## src/rtl/freq_scheduler.sv

```systemverilog
// Frequency-change sequencer: holds up to two keyboard notes and issues rate-limited id updates to physics.
// Optional build macro FREQ_SCHED_SORT_EN: present both valid ids in ascending order.
module freq_scheduler #(
    parameter int HOLDOFF_FRAMES = 4,
    parameter int MAX_ID         = 24,
    parameter int NONE_ID        = 31
) (
    input  logic       i_clock,
    input  logic       i_reset_n,
    input  logic       i_vsync,
    input  logic       i_key_valid,
    input  logic       i_key_press,
    input  logic [4:0] i_key_id,
    input  logic       i_restart,
    output logic [4:0] o_freq_id1,
    output logic [4:0] o_freq_id2,
    output logic       o_new_f_in,
    output logic       o_r_offset,
    output logic       o_busy
);

    localparam logic [4:0] NONE = 5'(NONE_ID);
    localparam logic [4:0] MAXV = 5'(MAX_ID);
    localparam logic [3:0] HOLD = 4'(HOLDOFF_FRAMES);

    typedef enum logic [1:0] {IDLE, ISSUE, HOLDOFF} state_t;

    state_t     r_state;
    state_t     w_state_next;
    logic [4:0] r_slot1;
    logic [4:0] r_slot2;
    logic [4:0] w_slot1_next;
    logic [4:0] w_slot2_next;
    logic       w_key_set;
    logic       r_dirty;
    logic       r_vsync_d;
    logic       w_fe;
    logic [3:0] r_cnt;
    logic       r_pend;
    logic       r_offset_q;
    logic       r_new_f_in;
    logic [4:0] r_freq_id1;
    logic [4:0] r_freq_id2;
    logic [4:0] w_out1;
    logic [4:0] w_out2;

    assign w_fe = r_vsync_d & ~i_vsync;

    // Restart wipes the held notes and swallows any key event in the same cycle.
    always_comb begin
        w_slot1_next = r_slot1;
        w_slot2_next = r_slot2;
        w_key_set    = 1'b0;
        if (i_restart) begin
            w_slot1_next = NONE;
            w_slot2_next = NONE;
        end else if (i_key_valid) begin
            if (i_key_press) begin
                if (i_key_id <= MAXV && i_key_id != r_slot1 && i_key_id != r_slot2) begin
                    w_key_set = 1'b1;
                    if (r_slot1 == NONE) w_slot1_next = i_key_id;
                    else                 w_slot2_next = i_key_id;
                end
            end else if (r_slot1 != NONE && i_key_id == r_slot1) begin
                w_slot1_next = r_slot2;
                w_slot2_next = NONE;
                w_key_set    = 1'b1;
            end else if (r_slot2 != NONE && i_key_id == r_slot2) begin
                w_slot2_next = NONE;
                w_key_set    = 1'b1;
            end
        end
    end

    // A key landing while idle is issued straight away so the pulse follows two cycles later.
    always_comb begin
        w_state_next = r_state;
        case (r_state)
            IDLE:    if (r_dirty || w_key_set) w_state_next = ISSUE;
            ISSUE:   w_state_next = HOLDOFF;
            HOLDOFF: if (r_cnt >= HOLD) w_state_next = IDLE;
            default: w_state_next = IDLE;
        endcase
        if (i_restart) w_state_next = ISSUE;
    end

`ifdef FREQ_SCHED_SORT_EN
    always_comb begin
        w_out1 = r_slot1;
        w_out2 = r_slot2;
        if (r_slot1 == NONE || (r_slot2 != NONE && r_slot2 < r_slot1)) begin
            w_out1 = r_slot2;
            w_out2 = r_slot1;
        end
    end
`else
    assign w_out1 = r_slot1;
    assign w_out2 = r_slot2;
`endif

    always_ff @(posedge i_clock or negedge i_reset_n) begin
        if (!i_reset_n) r_state <= IDLE;
        else            r_state <= w_state_next;
    end

    always_ff @(posedge i_clock or negedge i_reset_n) begin
        if (!i_reset_n) begin
            r_slot1    <= NONE;
            r_slot2    <= NONE;
            r_dirty    <= 1'b0;
            r_vsync_d  <= 1'b1;
            r_cnt      <= 4'd0;
            r_pend     <= 1'b0;
            r_offset_q <= 1'b0;
            r_new_f_in <= 1'b0;
            r_freq_id1 <= NONE;
            r_freq_id2 <= NONE;
        end else begin
            r_slot1    <= w_slot1_next;
            r_slot2    <= w_slot2_next;
            r_vsync_d  <= i_vsync;
            r_new_f_in <= (r_state == ISSUE);
            if (i_restart || w_key_set)  r_dirty <= 1'b1;
            else if (r_state == ISSUE)   r_dirty <= 1'b0;
            if (r_state == ISSUE) begin
                r_freq_id1 <= w_out1;
                r_freq_id2 <= w_out2;
                r_cnt      <= 4'd0;
            end else if (r_state == HOLDOFF && w_fe && r_cnt != 4'hF) begin
                r_cnt <= r_cnt + 4'd1;
            end
            // A restart arriving while the pulse is high re-arms it for one more frame.
            if (w_fe)           r_offset_q <= r_pend;
            if (i_restart)      r_pend <= 1'b1;
            else if (w_fe)      r_pend <= 1'b0;
        end
    end

    assign o_freq_id1 = r_freq_id1;
    assign o_freq_id2 = r_freq_id2;
    assign o_new_f_in = r_new_f_in;
    assign o_r_offset = r_offset_q;
    assign o_busy     = (r_state == HOLDOFF);

endmodule

```

## config.mk

```make
export PLATFORM = sky130hd
export DESIGN_NAME = freq_scheduler
export DESIGN_NICKNAME = d
export VERILOG_FILES = /design/src/rtl/freq_scheduler.sv
export SDC_FILE = /design/constraint.sdc
export NUM_CORES = 1
export LEC_CHECK = 0
export CORE_MARGIN = 2
export CORE_UTILIZATION = 56
export CTS_BUF_LIST = sky130_fd_sc_hd__clkbuf_2
export DETAILED_ROUTE_END_ITERATION = 10
export PLACE_DENSITY_LB_ADDON = 0.08
export SYNTH_ARGS = -nofsm -noshare
export SYNTH_HDL_FRONTEND = slang
export SYNTH_SLANG_ARGS = --single-unit
```

## constraint.sdc

```tcl
create_clock -name i_clock -period 2.2 [get_ports i_clock]
set_input_delay 0.44 -clock i_clock [delete_from_list [all_inputs] [get_ports i_clock]]
set_output_delay 0.44 -clock i_clock [all_outputs]
set_load 0.01 [all_outputs]
```

After elaboration in Yosys (flattened, before gate mapping)
Index checks and enable logic that the tools add are counted.
Operators by class
  $add $sub $neg: 1
  magnitude comparators: 2
  equal/unequal tests: 15
  mux-type cells: 29
  bitwise gates (word level): 2
  reductions and logical operators: 18
Operators with widths (count)
  two-way mux 5 bit: 13
  equality test 5 bit: 2
  two-way mux 1 bit: 10
  != test 5 bit: 2
  != test 5 bit (second input constant): 2
  two-way mux 4 bit: 2
  AND reduction 4 bit: 2
  nonzero test 2 bit: 4
  logical AND 1 bit: 6
  two-way mux 2 bit: 3
  != test 3 x 1 -> 1 bit (second input constant): 2
  != test 3 bit (second input constant): 2
  one-hot mux 2 bit (3 select lines): 1
  equality test 5 bit (second input constant): 1
  less-or-equal comparator 5 bit (second input constant): 1
  adder 4 x 1 -> 4 bit (second input constant): 1
  >= comparator 4 x 3 -> 1 bit (second input constant): 1
  != test 4 bit (second input constant): 1
  nonzero test 4 bit: 1
  != test 3 x 2 -> 1 bit (second input constant): 1
  nonzero test 3 bit: 1
  equality test 2 x 1 -> 1 bit (second input constant): 1
  equality test 2 bit (second input constant): 1
  zero test 2 bit: 1
  4 further kinds: 5
Storage, ports and cells
  register bits: 31
  input bits: 11
  output and inout bits: 13
  logic and storage cells: 78

Longest topological paths before layout
  depth after elaboration: 11
  mapped depth: 6
  gate-level depth less buffers: 5

Least setup slack after synthesis
OpenSTA, ideal clock, no wires.
  kind: register -> register
  start point: reg r_slot1[3]
  end point: reg r_slot1[0]
  library setup time: 0.087 ns
  data arrival time: 1.576 ns
  required time: 2.113 ns
  slack: 0.537 ns
  stages on the path, launching flop included: 6
  clock period less this slack: 1.663 ns
  path through: dfstp_2 -> xnor2_1 -> nand4_2 -> o41ai_4 -> and2_1 -> a21oi_1
Between the ends
  word-level cells in the longest chain between the ends: 5
  elaborated cells on any way between the ends: 11
  classes of those cells: 6 x eq/ne; 5 x reduce/logical
RTL lines
  from (decl): line 30  | logic [4:0] r_slot1;
  from (signal assigned): line 119  | r_slot1 <= w_slot1_next;
  != test 5 bit: line 59  | if (i_key_id <= MAXV && i_key_id != r_slot1 && i_key_id != r_slot2) begin
  logical AND 1 bit (2 in a row): line 59
  != test 3 x 1 -> 1 bit (no line)
  AND reduction 4 bit (no line) *
Mark *: on every way between the ends. The rest lies on a longest branch, timed or not.
A chain may end at the register's enable or synchronous reset.

Worst setup path after layout
  start point: reg r_state[0]
  end point: out o_busy
Between the ends
  word-level cells in the longest chain between the ends: 1
RTL lines
  from (decl): line 28  | state_t r_state;
  from (signal assigned): line 103  | else r_state <= w_state_next;
  equality test 2 bit: line 143  | assign o_busy = (r_state == HOLDOFF);
  to (decl): line 19  | output logic o_busy
Every way passes these cells.

==> flow_metrics.tcl <==
set metrics [dict create \
    path_delay_family "buffers and inverters" \
    hold_slack_ns 0.440 \
    wl_per_cell_um 15.6 \
    clockBufferDepth 2 \
    min_path_type "in -> async" \
    grt_pass1_vias 1304 \
    p_sw_mw 0.454 \
    grt_overflow 0 \
    slew_headroom 0.576 \
    cts_resized 0 \
    comb_power_share 0.299 \
    drive_above_1_share 0.276 \
    cts_tree "done" \
    ys_seq_area_frac 0.464 \
    synthFlopType "dfstp_2" \
    gp_routability_congestion 0.996 \
    clock_latency_ns 0.37 \
    core-area_um2 3000 \
    clockRootBuffer "clkbuf_2" \
    setup_viol 0 \
    p_per_area_nw_per_um2 679 \
    syn_inst 177 \
    avgSynthCellArea_um2 9.76 \
    grt_use_total 0.245 \
    synthXorXnorAreaFrac 0.0703 \
    ys_types 43 \
    die_area_um2 3540 \
    synth_edf_count 0 \
    drc 0 \
    cts_sinks 31 \
    synth_area_um2 1730 \
    layout.nets 225 \
    final-hold-violation-count 0 \
    finClkSkew_ns 0.0216 \
    start_util 0.575 \
    critPathRequiredTime_ns 1.76 \
    ir_drop_mv 0.511 \
    synth-simple-area-share 0.238 \
    slowest_stage "clkdlybuf4s50_1" \
    place_ws_ns -0.152 \
    numCtsBuffers 5 \
    outcome "finished clean" \
    die-width_um 59.5 \
    clkPwrFrac 0.184 \
    syn_to_final_growth_pct 22.2 \
    io_pins 24 \
    path_buf_inv 2 \
    wl_mm 3.85 \
    maxCapViolations 0 \
    critical_path_class "reg -> out" \
    path_cells "nand2b_1 -> inv_1 -> clkdlybuf4s50_1" \
    drv_slew 0 \
    diodes 0 \
    antenna_found_initial 0 \
    vias 1446 \
    drt_iter0_markers 53 \
    cts_hold_buf 0 \
    worst_pin_slew_ns 0.636 \
    synth-seq-cells 31 \
    synth_compound_area_frac 0.166 \
    synthAdderAreaFrac 0.00725 \
    htree_num_levels 2 \
    cp_max_fo 4 \
    sequentialPowerShare 0.517 \
    rr_startpoint "r_slot1[1]$_DFFE_PN1P_" \
    max_stage_delay_ns 0.52 \
    grt_pass1_wl_mm 6.30 \
    async_reset_ff_frac 1.00 \
    fp.dieH_um 59.5 \
    synthMuxAreaShare 0.0123 \
    power.leakage_nw 0.907 \
    synth_nets 189 \
    crit_start "r_state[0]$_DFFE_PN0P_" \
    io_buffers 23 \
    fp-row-count 20 \
    synth_top_family_by_area "simple AND/OR/NAND/NOR gates" \
    ant_nets 0 \
    dpl.hpwl_mm 2.89 \
    clock.fmax_mhz 493 \
    clkSlewWorstSetupHoldPaths_ns 0.16 \
    fin_crit_sh 0.922 \
    cp-end-kind "output port" \
    arrival_ns 1.59 \
    dr.pass1.iters 4 \
    p_sw_frac 0.316 \
    cts_setup_buffers 0 \
    yosysWarnings 0 \
    viasPerCell 5.85 \
    rsz0062_at_grt "no" \
    period_needed_ns 2.03 \
    start_kind "flip-flop" \
    timing.final.ws_setup_ns 0.172 \
    power.internal_mw 0.980 \
    grt_max_degree 32 \
    fill_cells 242 \
]
==> logic make-up after synthesis <==
kind of cell	Yosys count
AOI/OAI and AO/OA	35
xor gates and xnor gates	13
adders and majority gates	1
buffers and inverters	18
DFF	31
muxes	2
and+or+nand+nor	77
==> registers in the layout (all words and copies together), names as in the netlist <==
register / count
o_new_f_in: 1
r_state: 2
r_slot2: 5
r_cnt: 4
r_pend: 1
o_freq_id2: 5
r_slot1: 5
o_freq_id1: 5
r_vsync_d: 1
o_r_offset: 1
r_dirty: 1
==> power by group through the flow <==
| stage | Clock [mW] | Combinational, mW | Sequential, mW |
|---|---|---|---|
| after floorplan | 0 | 0.189 | 0.775 |
| after global placement | 0 | 0.420 | 0.746 |
| after detailed placement | 0 | 0.430 | 0.752 |
| after CTS | 0.279 | 0.431 | 0.742 |
| after global routing | 0.299 | 0.469 | 0.755 |
| final | 0.264 | 0.429 | 0.741 |
==> layout make-up <==
cell class	instances	area, um^2	share of cell area
Tap cell	33	41.3	0.0196
Timing Repair Buffer	38	343	0.162
Clock inverter	2	8.76	0.00415
Multi-Input combinational cell	128	852	0.404
Sequential cell	31	802	0.380
Inverter	9	33.8	0.0160
Clock buffer	6	30.0	0.0142
==> cells in the mapped netlist, types with 3 or more instances <==
master	instances	area share
nand3b_1	7	0.030
buf_2	3	0.0087
or2_2	5	0.018
dfstp_2	21	0.32
a21oi_1	6	0.017
nand2b_1	4	0.014
o41ai_1	3	0.015
clkbuf_1	5	0.011
nor2_1	5	0.011
nor4_1	5	0.018
a211oi_1	5	0.022
o311a_1	5	0.029
inv_1	8	0.017
nor3_1	11	0.032
dfrtp_1	10	0.14
nand2_1	27	0.059
o21ai_0	7	0.020
xnor2_1	10	0.051
==> final timing paths <==
kind | slack, ns | depth (start not counted) | to
max | 0.17 | 3 | o_busy
min | 0.44 | 2 | r_pend$_DFFE_PN0P_
max reg2reg | 0.29 | 6 | r_state[0]$_DFFE_PN0P_
min reg2reg | 0.47 | 2 | o_freq_id1[3]$_DFFE_PN1P_
max in group asynchronous | 1.42 | 2 | o_freq_id1[4]$_DFFE_PN1P_
min in group i_clock | 0.47 | 2 | o_freq_id1[3]$_DFFE_PN1P_
==> cells in the final DEF (no fill, tap or decap), drive strengths merged, types with 4 or more instances in the layout <==
cell type / instances
nand2b: 4
dfstp: 21
o41ai: 5
xnor2: 10
nand2: 27
nor4: 6
clkbuf: 6
o21ai: 8
or2: 6
o311a: 5
nor2: 7
a211oi: 5
clkdlybuf4s50: 23
buf: 15
a21oi: 6
nor3: 11
inv: 9
dfrtp: 10
nand3b: 7
==> layer usage <==
metal | vias up | share of wire | track usage
li1 | 707 | - | -
met1 | 696 | 0.45 | 0.340
met3 | 5 | 0.052 | 0.0568
met5 | - | 0 | 0
met2 | 38 | 0.48 | 0.359
met4 | 0 | 0.014 | 0.117
==> metrics by stage <==
stage	total power, mW	utilization	TNS [ns]	instance area [um^2]	std cells
4_1_cts	1.45	0.703	0	2110	247
3_3_place_gp	1.17	0.690	-0.255	2070	239
3_5_place_dp	1.18	0.690	-0.654	2070	239
5_1_grt	1.52	0.703	0	2110	247
6_report	1.43	0.703	0	2110	247
2_1_floorplan	0.963	-	0	1730	177
Note: power is estimated with default switching activity, not from simulation.
